$ cat config.mk
export PLATFORM = sky130hd
export DESIGN_NAME = imem_loader_flat
export DESIGN_NICKNAME = d
export VERILOG_FILES = /design/src/rtl/imem_loader_if.sv /design/src/rtl/imem_loader.sv /design/src/flat_wrapper.sv
export SDC_FILE = /design/constraint.sdc
export NUM_CORES = 1
export LEC_CHECK = 0
export ABC_AREA = 1
export CELL_PAD_IN_SITES_DETAIL_PLACEMENT = 0
export CELL_PAD_IN_SITES_GLOBAL_PLACEMENT = 1
export CORE_UTILIZATION = 36
export DETAILED_ROUTE_END_ITERATION = 8
export GPL_ROUTABILITY_DRIVEN = 0
export PLACE_DENSITY = 0.83
export REMOVE_ABC_BUFFERS = 1
export SYNTH_ARGS = -nofsm -noshare
export SYNTH_HDL_FRONTEND = slang
export SYNTH_SLANG_ARGS = --single-unit
$ cat constraint.sdc
create_clock -name clk -period 1.9 [get_ports clk]
set_clock_uncertainty 0.1 [all_clocks]
set_input_delay 0.38 -clock clk [delete_from_list [all_inputs] [get_ports clk]]
set_output_delay 0.38 -clock clk [all_outputs]
set_load 0.01 [all_outputs]
$ cat src/rtl/imem_loader_if.sv
// imem_loader_if
//   Bundles the byte-stream handshake and the pipeline word-load port that
//   pass between a program source, the loader and the pipeline top.
//   Signals:
//     byte_valid  - source has a stream byte on byte_data
//     byte_data   - stream byte, little-endian within each word
//     byte_ready  - loader will take the byte at the next rising edge
//     wr_en       - address/instruction carry a word to be written
//     address     - byte address of the word being written
//     instruction - assembled 32-bit word
//   Modports:
//     master - host / pipeline side (drives the stream, receives writes)
//     slave  - loader side
interface imem_loader_if;
  logic        byte_valid;
  logic [7:0]  byte_data;
  logic        byte_ready;
  logic        wr_en;
  logic [31:0] address;
  logic [31:0] instruction;

  modport master (
    output byte_valid, byte_data,
    input  byte_ready, wr_en, address, instruction
  );

  modport slave (
    input  byte_valid, byte_data,
    output byte_ready, wr_en, address, instruction
  );
endinterface

$ cat src/rtl/imem_loader.sv
// imem_loader
//   Program-load front end for the pipeline top. Receives a two-byte word
//   count N followed by 4*N little-endian instruction bytes, writes each
//   assembled word to the pipeline load port, then raises start.
//   Ports:
//     clk          - system clock, rising edge
//     rst_n        - asynchronous active-low reset
//     load_req     - one-cycle pulse that opens a new load session
//     bus          - stream handshake and word-load port (slave view)
//     start        - pipeline run enable, high only in RUN
//     busy         - a load session is in progress
//     err          - sticky flag for an out-of-range word count
//     words_loaded - words written during the current session
module imem_loader #(
  parameter logic [31:0] BASE_ADDR = 32'h0000_0000,
  parameter int          MAX_WORDS = 256
) (
  input  logic          clk,
  input  logic          rst_n,
  input  logic          load_req,
  imem_loader_if.slave  bus,
  output logic          start,
  output logic          busy,
  output logic          err,
  output logic [15:0]   words_loaded
);

  localparam logic [15:0] MAX_N = 16'(MAX_WORDS);

  typedef enum logic [2:0] {
    IDLE, HDR0, HDR1, DATA, WRITE, RUN, ERR
  } state_t;

  state_t      state;
  state_t      next_state;
  logic [7:0]  n_lo;
  logic [15:0] n_words;
  logic [1:0]  lane;
  logic [23:0] word_buf;

  logic        xfer;
  logic        restart;
  logic [15:0] n_hdr;
  logic [15:0] words_next;

  assign xfer       = bus.byte_valid && bus.byte_ready;
  assign n_hdr      = {bus.byte_data, n_lo};
  assign words_next = words_loaded + 16'd1;
  // load_req only counts in the non-busy states; a running session cannot be aborted
  assign restart    = load_req && (state == IDLE || state == RUN || state == ERR);

  // State register
  always_ff @(posedge clk or negedge rst_n) begin
    if (!rst_n) state <= IDLE;
    else        state <= next_state;
  end

  // Next-state logic
  always_comb begin
    next_state = state;
    case (state)
      IDLE, RUN, ERR: if (load_req) next_state = HDR0;
      HDR0:           if (xfer) next_state = HDR1;
      HDR1: begin
        if (xfer) begin
          if (n_hdr == 16'd0 || n_hdr > MAX_N) next_state = ERR;
          else                                 next_state = DATA;
        end
      end
      DATA:           if (xfer && lane == 2'd3) next_state = WRITE;
      WRITE:          next_state = (words_next == n_words) ? RUN : DATA;
      default:        next_state = IDLE;
    endcase
  end

  // Decoded outputs
  always_comb begin
    bus.byte_ready = 1'b0;
    bus.wr_en      = 1'b0;
    busy           = 1'b0;
    case (state)
      HDR0, HDR1, DATA: begin
        bus.byte_ready = 1'b1;
        busy           = 1'b1;
      end
      WRITE: begin
        bus.wr_en = 1'b1;
        busy      = 1'b1;
      end
      default: ;
    endcase
  end

  // Datapath: header capture, word assembly, write port and status flags.
  // start/err are registered from next_state so they track RUN/ERR exactly
  // without decode glitches. address/instruction are loaded on the lane-3
  // transfer so they are valid throughout WRITE and hold afterwards.
  always_ff @(posedge clk or negedge rst_n) begin
    if (!rst_n) begin
      n_lo            <= '0;
      n_words         <= '0;
      lane            <= '0;
      word_buf        <= '0;
      words_loaded    <= '0;
      bus.address     <= '0;
      bus.instruction <= '0;
      start           <= 1'b0;
      err             <= 1'b0;
    end else begin
      start <= (next_state == RUN);
      err   <= (next_state == ERR);
      if (restart) begin
        words_loaded <= '0;
        lane         <= '0;
      end
      if (state == HDR0 && xfer) n_lo <= bus.byte_data;
      if (state == HDR1 && xfer) n_words <= n_hdr;
      if (state == DATA && xfer) begin
        lane <= lane + 2'd1;
        case (lane)
          2'd0: word_buf[7:0]   <= bus.byte_data;
          2'd1: word_buf[15:8]  <= bus.byte_data;
          2'd2: word_buf[23:16] <= bus.byte_data;
          default: begin
            bus.instruction <= {bus.byte_data, word_buf};
            bus.address     <= BASE_ADDR + {14'd0, words_loaded, 2'b00};
          end
        endcase
      end
      if (state == WRITE) words_loaded <= words_next;
    end
  end

endmodule
$ cat src/flat_wrapper.sv
// flat-port wrapper written by rule: the top's interface ports become plain ports
module imem_loader_flat 
#(
  parameter logic [31:0] BASE_ADDR = 32'h0000_0000,
  parameter int          MAX_WORDS = 256
)
  (clk, rst_n, load_req, start, busy, err, words_loaded, bus_byte_valid, bus_byte_data, bus_byte_ready, bus_wr_en, bus_address, bus_instruction);
  imem_loader_if bus_i ();
  input  logic clk;
  input  logic rst_n;
  input  logic load_req;
  output logic start;
  output logic busy;
  output logic err;
  output logic [15:0] words_loaded;
  input wire logic [$bits(bus_i.byte_valid)-1:0] bus_byte_valid;
  input wire logic [$bits(bus_i.byte_data)-1:0] bus_byte_data;
  output wire logic [$bits(bus_i.byte_ready)-1:0] bus_byte_ready;
  output wire logic [$bits(bus_i.wr_en)-1:0] bus_wr_en;
  output wire logic [$bits(bus_i.address)-1:0] bus_address;
  output wire logic [$bits(bus_i.instruction)-1:0] bus_instruction;
  assign bus_i.byte_valid = bus_byte_valid;
  assign bus_i.byte_data = bus_byte_data;
  assign bus_byte_ready = bus_i.byte_ready;
  assign bus_wr_en = bus_i.wr_en;
  assign bus_address = bus_i.address;
  assign bus_instruction = bus_i.instruction;
  imem_loader #(.BASE_ADDR(BASE_ADDR), .MAX_WORDS(MAX_WORDS)) u_core (.clk(clk), .rst_n(rst_n), .load_req(load_req), .bus(bus_i), .start(start), .busy(busy), .err(err), .words_loaded(words_loaded));
endmodule
Yosys cells after proc, flatten, opt, wreduce, memory -nomap -nowiden. Index checks and enable logic that the tools add are counted.

Output and inout port bits: 85. Bits of input ports: 12. Register bits: 119.

Bitwise gates (word level): 1. Magnitude comparators: 1. Equal/unequal tests: 12. Add/sub/neg operators: 2. Reductions and logical operators: 22. Multiplexer cells: 14.

Operators with widths (number): 2-to-1 mux 16 bit (2); 2-to-1 mux 3 bit (6); adder 16 x 1 -> 16 bit, second input constant (1); == test 16 bit (1); greater-than comparator 16 x 9 -> 1 bit, second input constant (1); logical NOT 16 bit (1); == test 3 bit, second input constant (5); case mux 3 bit (5 select lines) (1); OR reduction 3 bit (3); AND reduction 2 bit (4); == test 3 x 2 -> 1 bit, second input constant (2); logical AND 1 bit (6); == test 2 bit, second input constant (2); 2-to-1 mux 2 bit (2); nonzero test 2 bit (2); OR reduction 4 bit (1); == test 3 x 1 -> 1 bit, second input constant (1); logical NOT 3 bit (1); logical OR 1 bit (3); 2-to-1 mux 1 bit (3); adder 2 x 1 -> 2 bit, second input constant (1); == test 2 x 1 -> 1 bit, second input constant (1); logical NOT 2 bit (1); NOT 1 bit (1).

Depth between registers and ports, before layout. Gate-level depths: netlist (run 1).

Word-level depth: 8. Gate-level depth with buffers: 15.

Worst setup path before layout (run 1). OpenSTA, ideal clock, no wires.

Path kind: register to register. Start: reg u_core.words_loaded[1]. End: reg u_core.err. Buffers on the path: 0. Clock period less this slack: 1.921 ns. Setup time: 0.123 ns. Stages on the path, launching flop included: 11. Data required time: 1.677 ns. Path slack: -0.021 ns. Data arrival time: 1.699 ns. Cell sequence: dfrtp_1 -> ha_1 -> nand2_1 -> nor2_4 -> nand3_1 -> xor3_1 -> nand2_1 -> nor2_1 -> nand3_1 -> a21boi_1 -> nor2_1.

Longest elaborated chain between the ends: 5.

RTL lines: from (decl) (RTL line imem_loader.sv:25) `output logic [15:0] words_loaded`; from (signal assigned) (RTL line imem_loader.sv:130) `if (state == WRITE) words_loaded <= words_next;`; adder 16 x 1 -> 16 bit (RTL line imem_loader.sv:48) `assign words_next = words_loaded + 16'd1;`; == test 16 bit (RTL line imem_loader.sv:71) `WRITE: next_state = (words_next == n_words) ? RUN : DATA;`; 2-to-1 mux 3 bit (RTL line imem_loader.sv:71); case mux 3 bit (5 select lines) (RTL line imem_loader.sv:61) `case (state)`; == test 3 bit (RTL line imem_loader.sv:111) `err <= (next_state == ERR);`; to (signal assigned) (RTL line imem_loader.sv:111); to (decl) (RTL line imem_loader.sv:24) `output logic err,`.

No other way between the ends. A chain may end at the register's enable or synchronous reset.

Final worst setup path (run 1).
Start: reg u_core.words_loaded[0]. End: reg u_core.state[1].

Longest elaborated chain between the ends: 4.

RTL lines: adder 16 x 1 -> 16 bit (RTL line imem_loader.sv:48); == test 16 bit (RTL line imem_loader.sv:71); 2-to-1 mux 3 bit (RTL line imem_loader.sv:71); case mux 3 bit (5 select lines) (RTL line imem_loader.sv:61); via u_core.next_state[1] (RTL line imem_loader.sv:35) `state_t next_state;`; to (signal assigned) (RTL line imem_loader.sv:55) `else state <= next_state;`; to (decl) (RTL line imem_loader.sv:34) `state_t state;`.

The timed path passes the listed nets, and every way through them passes these cells.

==> results.json, run 1 <==
{
  "drt_iter0_drc": 281,
  "yosys_warnings": 0,
  "drt_wl_total_mm": 14.4,
  "drive_gt1_frac": 0.270,
  "hold_violations": 0,
  "clock_path_buffers": 2,
  "fin_crit_sh": 1.10,
  "switching_power_w": 0.00331,
  "fp.coreArea_sq_mm": 0.0145,
  "grt_pass1_wl_mm": 23.0,
  "crit_path_cell_trace": "buf_6 > ha_4 > buf_4 > xnor2_4 > xnor2_2 > a21oi_2 > nand2_1 > nor2_2 > nand3_2 > a21boi_2 > inv_1",
  "violations": "setup timing",
  "die_y_um": 124,
  "cts-root-buf": "clkbuf_16",
  "fmax_mhz": 478,
  "clk_pin_slew_ps": 60,
  "n_fill_cell": 1268,
  "rows": 44,
  "drv_cap": 0,
  "combPwrFrac": 0.309,
  "pre_cts_ws_ps": -202,
  "cp.buffers_inverters": 3,
  "min_path_type": "input port to async pin",
  "cts_max_level": 4,
  "vias_per_cell": 4.83,
  "dp_hpwl_mm": 9.79,
  "cp_data_required_time_ps": 2110,
  "dr.pass1.iters": 5,
  "clock_latency_ps": 420,
  "start_util": 0.369,
  "clkPwrFrac": 0.330,
  "layout_min_cycle_time_ps": 2090,
  "setup-violations-final": 5,
  "worstSetupStartpointType": "flop",
  "portBuffers": 80,
  "antenna_cells": 0,
  "cts_made_buffers": 17,
  "areaGrowthSynthToFinish_pct": 49.1,
  "yosysSeqAreaShare": 0.555,
  "cp-end-kind": "flop",
  "cts_tree": "yes",
  "io_pins": 97,
  "cp_data_arrival_time_ps": 2300,
  "path_delay_family": "flip-flops",
  "track_usage": 0.199,
  "fin_setup_tns_ps": -685,
  "antenna_found_initial": 0,
  "vdd_ir_drop_max_mv": 0.774,
  "timing.final.ws_setup_ps": -191,
  "cts_sinks": 119,
  "crit_type": "flop to flop",
  "via_count": 4683,
  "grt_max_degree": 51,
  "synthDistinctLibCells": 32,
  "p_int_w": 0.00720,
  "syn_area_sq_mm": 0.00537,
  "ant_nets": 0,
  "status": "complete, but fails checks",
  "max_stage_delay_ps": 390,
  "power_w": 0.0105,
  "design.die.area_sq_mm": 0.0154,
  "critical_path_peak_fanout": 3,
  "critPathSlowestCell": "dfrtp_1",
  "synthArstFlopShare": 1.00,
  "p_seq_frac": 0.361,
  "power.share.switching": 0.315,
  "synth_edf_count": 0,
  "drc": 0,
  "syn_inst": 594,
  "power_density_mw_per_mm2": 1310,
  "drt-wirelength-per-cell_um": 14.8,
  "ys.flop_type": "dfrtp_1",
  "slew_violations": 0,
  "syn_avg_cell_area_sq_um": 9.04,
  "leakage_nw": 3.92,
  "grt-ovfl-total": 0,
  "rsz0062_at_grt": "true",
  "grt_pass1_vias": 4692,
  "nNetsFinal": 791,
  "ys_seq_elements": 119,
  "die_w_um": 124
}
-- final cells by class --
class / instances / area, sq um / share of cell area
clock buffer: 20 / 467 / 0.0583
timing repair buffer: 180 / 1700 / 0.212
multi-input combinational: 393 / 2210 / 0.276
sequential: 119 / 2980 / 0.373
clock inverter: 11 / 173 / 0.0216
inverter: 63 / 239 / 0.0299
tap: 184 / 230 / 0.0288
-- through the flow --
step,instances,instance area [sq um],util,hold slack (ps)
2_1_floorplan,575,5230,-,-15.6
3_3_place_gp,919,6980,0.480,216
3_5_place_dp,919,6980,0.480,223
4_1_cts,959,7730,0.532,313
5_1_grt,970,8000,0.551,342
6_report,970,8000,0.551,313
-- final timing paths --
path | end | from | depth (start not counted) | slack [ps]
worst max register to register | u_core.state[1] | u_core.words_loaded[0] | 11 | -190
min in group clk | u_core.word_buf[14] | u_core.word_buf[14] | 2 | 380
worst min register to register | u_core.word_buf[14] | u_core.word_buf[14] | 2 | 380
worst min-delay path | u_core.bus.instruction[20] | rst_n | 2 | 310
max in group asynchronous | u_core.words_loaded[1] | rst_n | 3 | 780
worst max-delay path | u_core.state[1] | u_core.words_loaded[0] | 11 | -190
-- Yosys cell counts (all sizes together), types with 5 or more instances --
master,n,area [sq um]
ha,5,62.6
nand2,162,621
inv,62,233
mux2,24,270
o21ai,82,410
buf,19,135
o22ai,10,62.6
dfrtp,119,2980
nand3,36,180
nand4,9,56.3
nor2,28,133
clkbuf,15,56.3
-- cell families after synthesis --
| kind of cell | share of synthesized area |
|---|---|
| simple gates | 0.193 |
| flops | 0.555 |
| compound gates | 0.0977 |
| buf+inv | 0.0797 |
| mux | 0.0503 |
| xor+xnor | 0.0126 |
| fa+ha+maj | 0.0117 |
| other cells | 0.000699 |
-- state kept, by name, summed over array words and instances, names as in the netlist --
signal and count:
u_core.words_loaded 16, u_core.bus.address 16, u_core.bus.instruction 32, u_core.err 1, u_core.n_words 16, u_core.word_buf 24, u_core.n_lo 8, u_core.start 1
u_core.lane 2, u_core.state 3
-- metal layers --
layer  vias to the layer above  global-route usage  wire [um]
li1                       2267                   -          -
met1                      2252               0.253       6550
met2                       139               0.321       6790
met3                        25              0.0604        811
met4                         0              0.0662        226
met5                         -                   0          0
-- power by group through the flow --
stage          Clock (W)  Combinational (W)  Sequential [W]
4_1_cts          0.00351            0.00302         0.00377
3_5_place_dp           0            0.00292         0.00379
3_3_place_gp           0            0.00285         0.00375
5_1_grt          0.00363            0.00362         0.00388
6_report         0.00347            0.00325         0.00380
2_1_floorplan          0            0.00140         0.00381
-- cells in the final DEF, fill, tap and decap left out, drive strengths merged, types with 2 or more instances in the layout --
cell type,count
ha,5
a21oi,4
mux2,24
dlygate4sd2,11
dfrtp,119
o21ai,82
o22ai,10
clkinv,7
or2,2
clkbuf,20
clkdlybuf4s50,63
nand3b,2
inv,62
nand4,9
nand2,162
conb,16
bufinv,4
nor3,2
buf,103
nor2,28
xnor2,2
nand3,36
xor2,3
-- repair_timing --
item,CTS,global route
endpoints found under the hold margin,25,0
resized for setup,49,50
cloned,0,0
hold buffers,1,0
setup buffers,8,11
endpoints found under the setup margin,19,41
pin swaps,14,25
(Power assumes the default switching activity.)
==> run 2: changes to the inputs <==
--- a/config.mk
+++ b/config.mk
@@ -5,13 +5,13 @@
 export SDC_FILE = /design/constraint.sdc
 export NUM_CORES = 1
 export LEC_CHECK = 0
-export ABC_AREA = 1
 export CELL_PAD_IN_SITES_DETAIL_PLACEMENT = 0
 export CELL_PAD_IN_SITES_GLOBAL_PLACEMENT = 1
-export CORE_UTILIZATION = 36
+export CORE_UTILIZATION = 38
 export DETAILED_ROUTE_END_ITERATION = 8
 export GPL_ROUTABILITY_DRIVEN = 0
 export PLACE_DENSITY = 0.83
+export RECOVER_POWER = 100
 export REMOVE_ABC_BUFFERS = 1
 export SYNTH_ARGS = -nofsm -noshare
 export SYNTH_HDL_FRONTEND = slang
==> run 2 against run 1 <==
Effect of this change: the flow still finishes with violations (setup timing); die area down 2.2%; core utilization up 1.3 points; synthesized cell count down 25%; largest power group unchanged.
==> results.json, run 2 <==
{
  "drt_wl_total_mm": 13.4,
  "areaGrowthSynthToFinish_pct": 43.0,
  "tightest_slew_ps": 758,
  "vdd_ir_drop_max_mv": 0.844,
  "r2r_setup_slack_ps": -520,
  "holdPathEnd": "u_core.bus.address[9]",
  "violations": "setup timing",
  "yosys_warnings": 0,
  "critPathLaunch": "u_core.words_loaded[0]",
  "clock_latency_ps": 410,
  "maxSlewHeadroom": 0.495,
  "cts_max_level": 4,
  "timing.final.ws_setup_ps": -524,
  "crit_path_cell_trace": "buf_6 > nand4_4 > nor4_4 > xnor2_1 > or4_1 > or4_4 > a21bo_1",
  "critical_path_peak_fanout": 4,
  "cp_data_arrival_time_ps": 2610,
  "clock_path_buffers": 2,
  "setup-violations-final": 4,
  "drc": 0,
  "design.die.area_sq_mm": 0.0151,
  "grt_pass1_vias": 4293,
  "start_util": 0.395,
  "cp_data_required_time_ps": 2090,
  "cts_sinks": 119,
  "reg_top3": "u_core.bus.instruction x32, u_core.word_buf x24",
  "die_w_um": 123,
  "grt_pass1_wl_mm": 21.4,
  "leakage_nw": 3.66,
  "synth_edf_count": 0,
  "critPathSlowestCell": "or4_4",
  "rsz0062_at_grt": "true",
  "ys.flop_type": "dfrtp_1",
  "fin_crit_sh": 1.28,
  "drv_cap": 0,
  "drt-wirelength-per-cell_um": 16.5,
  "rows": 43,
  "power_density_mw_per_mm2": 1350,
  "hold_violations": 0,
  "synthDistinctLibCells": 52,
  "antenna_cells": 0,
  "max_stage_delay_ps": 470,
  "worst-r2r-cell-count": 7,
  "track_usage": 0.188,
  "crit_type": "flop to flop",
  "hold_depth": 1,
  "nNetsFinal": 638,
  "synth_top_area_cell": "dfrtp_1",
  "top_register": "u_core.bus.instruction",
  "yosysMostFrequentCell": "dfrtp_1",
  "io_pins": 97,
  "syn_area_sq_mm": 0.00554,
  "fp.coreArea_sq_mm": 0.0140,
  "via_count": 4162,
  "layout_common_cells": "dfrtp_1, mux2_2, buf_4, clkdlybuf4s50_1",
  "slew_violations": 0,
  "cts_made_buffers": 17,
  "path_delay_family": "simple AND/OR/NAND/NOR gates",
  "n_fill_cell": 1160,
  "fmax_mhz": 413,
  "cp.buffers_inverters": 1,
  "r2r_start": "u_core.words_loaded[0]",
  "synthArstFlopShare": 1.00,
  "antenna_found_initial": 0,
  "synth.top_cell.area_share": 0.537,
  "place_area_sq_mm": 0.00707,
  "vias_per_cell": 5.12,
  "cts-root-buf": "clkbuf_16",
  "syn_avg_cell_area_sq_um": 12.5,
  "synthTopCellsByArea": "dfrtp_1, mux2_2, xnor2_1",
  "worstSetupStartpointType": "flop",
  "hold_start": "u_core.bus.address[9]",
  "drt_iter0_drc": 129,
  "grt-ovfl-total": 0,
  "dr.pass1.iters": 4,
  "portBuffers": 80,
  "ys_seq_elements": 119,
  "dp_hpwl_mm": 9.17,
  "status": "complete, but fails checks",
  "final_common_cell": "dfrtp_1",
  "cts_tree": "yes",
  "clk_pin_slew_ps": 50,
  "die_y_um": 123,
  "power_w": 0.0107,
  "seq_area_sq_mm": 0.00299,
  "regToRegEndpoint": "u_core.state[1]",
  "largest_reg_flops": 32,
  "ant_nets": 0,
  "multiInputGateArea_sq_mm": 0.00248,
  "drive_gt1_frac": 0.430,
  "yosysSeqAreaShare": 0.537,
  "final_cell_area_sq_mm": 0.00792,
  "syn_inst": 443,
  "synthTopCellsByCount": "dfrtp_1, mux2_2, o21ai_0",
  "min_path_type": "flop to flop",
  "grt_max_degree": 38,
  "cp-end-kind": "flop",
  "layout_min_cycle_time_ps": 2420
}
==> run 2: timing repair <==
action,in CTS,in global routing
gates resized for setup,56,27
hold buffers,1,0
endpoints found under the setup margin,37,86
hold endpoints to repair,28,0
buffers inserted,14,6
gates cloned,0,3
pin swaps,11,4
==> run 2: cell families (layout without fill, tap and decap cells) <==
family                     count (synthesis)  after routing  synth area share
DFF                                      119            119             0.537
muxes                                     99             99             0.201
and+or+nand+nor                           84             84            0.0910
AOI/OAI and AO/OA                         65             65            0.0761
buffers and inverters                     46            221            0.0447
xor gates and xnor gates                  24             24            0.0379
adders and majority gates                  5              5            0.0113
other                                      1             16          0.000677
==> run 2: final cells by class <==
class / instances / area share
Sequential cell: 119 / 0.378
Multi-Input combinational cell: 293 / 0.313
Timing Repair Buffer: 185 / 0.204
Clock buffer: 23 / 0.0591
Tap cell: 180 / 0.0284
Clock inverter: 8 / 0.0155
Inverter: 5 / 0.00237
==> run 2: how the worst max path moves through the flow <==
stage,to,slack (ps),cells past startpoint
floorplan,u_core.start,-1610,5
global placement,u_core.state[1],-560,7
detailed placement,u_core.state[1],-650,7
CTS,u_core.state[1],-460,7
global route,u_core.state[1],-590,7
finish,u_core.state[1],-520,7
==> run 2: power breakdown <==
part           leakage (nW)  internal, W  switching [W]  total (W)
sequential             1.54      0.00340       0.000595    0.00400
clock                 0.279      0.00212        0.00107    0.00318
combinational          1.84      0.00208        0.00143    0.00351
==> run 2: worst register-to-register path, stage by stage, from the launching register on <==
cell and delay (ps):
dfrtp_2 410, buf_6 120, nand4_4 130, nor4_4 370
xnor2_1 110, or4_1 410, or4_4 470, a21bo_1 190
==> run 2: metal layers <==
layer | global-route usage | share of wire
met1 | 0.245 | 0.45
met2 | 0.297 | 0.49
met3 | 0.0590 | 0.049
met4 | 0.0625 | 0.014
met5 | 0 | 0
==> run 2: per-stage QoR <==
stage / util / hold WS (ps) / cells / setup WS [ps] / setup TNS [ps]
3_5_place_dp: 0.503 / 245 / 758 / -646 / -25590
4_1_cts: 0.558 / 344 / 804 / -457 / -1260
3_3_place_gp: 0.503 / 237 / 758 / -555 / -22970
2_1_floorplan: - / -15.6 / 417 / -1610 / -78740
5_1_grt: 0.564 / 417 / 813 / -588 / -4600
6_report: 0.564 / 401 / 813 / -524 / -1430
==> run 3: changes to the inputs <==
--- a/config.mk
+++ b/config.mk
@@ -10,7 +10,7 @@
 export CORE_UTILIZATION = 38
 export DETAILED_ROUTE_END_ITERATION = 8
 export GPL_ROUTABILITY_DRIVEN = 0
-export PLACE_DENSITY = 0.83
+export PLACE_DENSITY = 0.81
 export RECOVER_POWER = 100
 export REMOVE_ABC_BUFFERS = 1
 export SYNTH_ARGS = -nofsm -noshare
==> run 3 against run 2 <==
Effect of this change: the run still ends with setup timing left; total power grew 2.3%; setup slack gained 93 ps; hold slack lost 1.1 ps; routed wire length grew 0.86%; critical path depth is the same; via count shrank 2.2%; critical endpoint unchanged.
==> results.json, run 3 (synthesis gave the netlist of run 2 again) <==
{
  "status": "complete, but fails checks",
  "violations": "setup timing",
  "layout_min_cycle_time_ps": 2330,
  "drc": 0,
  "grt_pass1_vias": 4283,
  "fmax_mhz": 429,
  "top_register": "u_core.bus.instruction",
  "rows": 43,
  "rsz0062_at_grt": "true",
  "tightest_slew_ps": 662,
  "slew_violations": 0,
  "antenna_found_initial": 0,
  "dp_hpwl_mm": 9.17,
  "drv_cap": 0,
  "cts_made_buffers": 17,
  "via_count": 4071,
  "portBuffers": 80,
  "max_stage_delay_ps": 580,
  "grt-ovfl-total": 0,
  "drt_iter0_drc": 174,
  "clock_latency_ps": 410,
  "grt_pass1_wl_mm": 21.7,
  "hold_violations": 0,
  "timing.final.ws_setup_ps": -431,
  "design.die.area_sq_mm": 0.0151,
  "place_area_sq_mm": 0.00707,
  "largest_reg_flops": 32,
  "areaGrowthSynthToFinish_pct": 44.1,
  "track_usage": 0.193,
  "instances_no_fill": 809,
  "cp_data_required_time_ps": 2100,
  "crit_path_cell_trace": "buf_6 > nand4_4 > or3_4 > a211oi_2 > o2111ai_1 > or4_4 > a21bo_1",
  "cp-end-kind": "flop",
  "antenna_cells": 0,
  "io_pins": 97,
  "cp.buffers_inverters": 1,
  "leakage_nw": 3.69,
  "cp_data_arrival_time_ps": 2530,
  "die_y_um": 123,
  "maxSlewHeadroom": 0.558,
  "nNetsFinal": 634,
  "start_util": 0.395,
  "n_fill_cell": 1141,
  "path_delay_family": "simple AND/OR/NAND/NOR gates",
  "clock_path_buffers": 2,
  "seq_area_sq_mm": 0.00299,
  "fin_crit_sh": 1.23,
  "drive_gt1_frac": 0.440,
  "clk_pin_slew_ps": 50,
  "worstSetupStartpointType": "flop",
  "dr.pass1.iters": 4,
  "drt_wl_total_mm": 13.5,
  "multiInputGateArea_sq_mm": 0.00255,
  "cts_tree": "yes",
  "setup-violations-final": 8,
  "drt-wirelength-per-cell_um": 16.7,
  "grt_max_degree": 65,
  "power_density_mw_per_mm2": 1370,
  "die_w_um": 123,
  "cts-root-buf": "clkbuf_16",
  "cts_max_level": 4,
  "final_cell_area_sq_mm": 0.00798,
  "ant_nets": 0,
  "critPathSlowestCell": "or4_4",
  "layout_common_cells": "dfrtp_1, mux2_2, buf_4, clkdlybuf4s50_1, nand2_1",
  "final_common_cell": "dfrtp_1",
  "vdd_ir_drop_max_mv": 0.911,
  "place_inst": 762,
  "min_path_type": "flop to flop",
  "vias_per_cell": 5.03,
  "cts_sinks": 119,
  "crit_type": "flop to flop",
  "fp.coreArea_sq_mm": 0.0140,
  "critical_path_peak_fanout": 4,
  "reg_top3": "u_core.bus.instruction x32, u_core.word_buf x24"
}
[run 3: worst register-to-register path: cells and delay by family, from the launching register on]
family          cells  cell delay [ps]
flops               1              410
compound gates      3              490
buf+inv             1              120
simple gates        3             1090
[run 3: layout make-up]
class | instances | share of cell area
Sequential cell | 119 | 0.375
Multi-Input combinational cell | 293 | 0.319
Timing Repair Buffer | 181 | 0.198
Clock buffer | 19 | 0.0555
Tap cell | 180 | 0.0282
Clock inverter | 12 | 0.0221
Inverter | 5 | 0.00235
[run 3: through the flow]
step | hold WS, ps | utilization | power (W) | worst slack, ps | TNS (ps)
final | 400 | 0.568 | 0.0109 | -431 | -1270
after global routing | 411 | 0.568 | 0.0115 | -514 | -3590
after CTS | 318 | 0.564 | 0.0110 | -416 | -1210
after detailed placement | 217 | 0.504 | 0.00738 | -618 | -22010
after global placement | 205 | 0.504 | 0.00723 | -557 | -19280
after floorplan | -15.6 | - | 0.00569 | -1610 | -78740
[run 3: layer usage]
layer,up-vias,GRT usage,share of wire
li1,1904,-,-
met1,2041,0.236,0.44
met2,111,0.313,0.49
met3,15,0.0706,0.061
met4,0,0.0640,0.011
met5,-,0,0
[run 3: timing repair]
item,in CTS,in global routing
gates cloned,0,1
endpoints found under the hold margin,24,0
buffers inserted,12,3
hold buffers,1,0
gates resized for setup,73,29
setup endpoints to repair,37,102
pin swaps,12,9
[run 3: path summary, 6_finish.rpt]
| path | from | to | slack (ps) | cells past startpoint |
|---|---|---|---|---|
| max in group asynchronous | rst_n | u_core.words_loaded[2] | 230 | 3 |
| setup / recovery | u_core.words_loaded[1] | u_core.state[1] | -430 | 7 |
| min in group asynchronous | rst_n | u_core.bus.instruction[7] | 430 | 2 |
| hold / removal | u_core.bus.address[11] | u_core.bus.address[11] | 400 | 1 |
| setup reg to reg | u_core.words_loaded[1] | u_core.state[1] | -430 | 7 |
| hold reg to reg | u_core.bus.address[11] | u_core.bus.address[11] | 400 | 1 |
[run 3: power breakdown]
part,switching (W),leakage (nW),total [W],internal (W)
sequential,0.000588,1.54,0.00399,0.00340
combinational,0.00147,1.85,0.00359,0.00212
clock,0.00115,0.299,0.00336,0.00222
total,0.00320,3.69,0.0109,0.00774
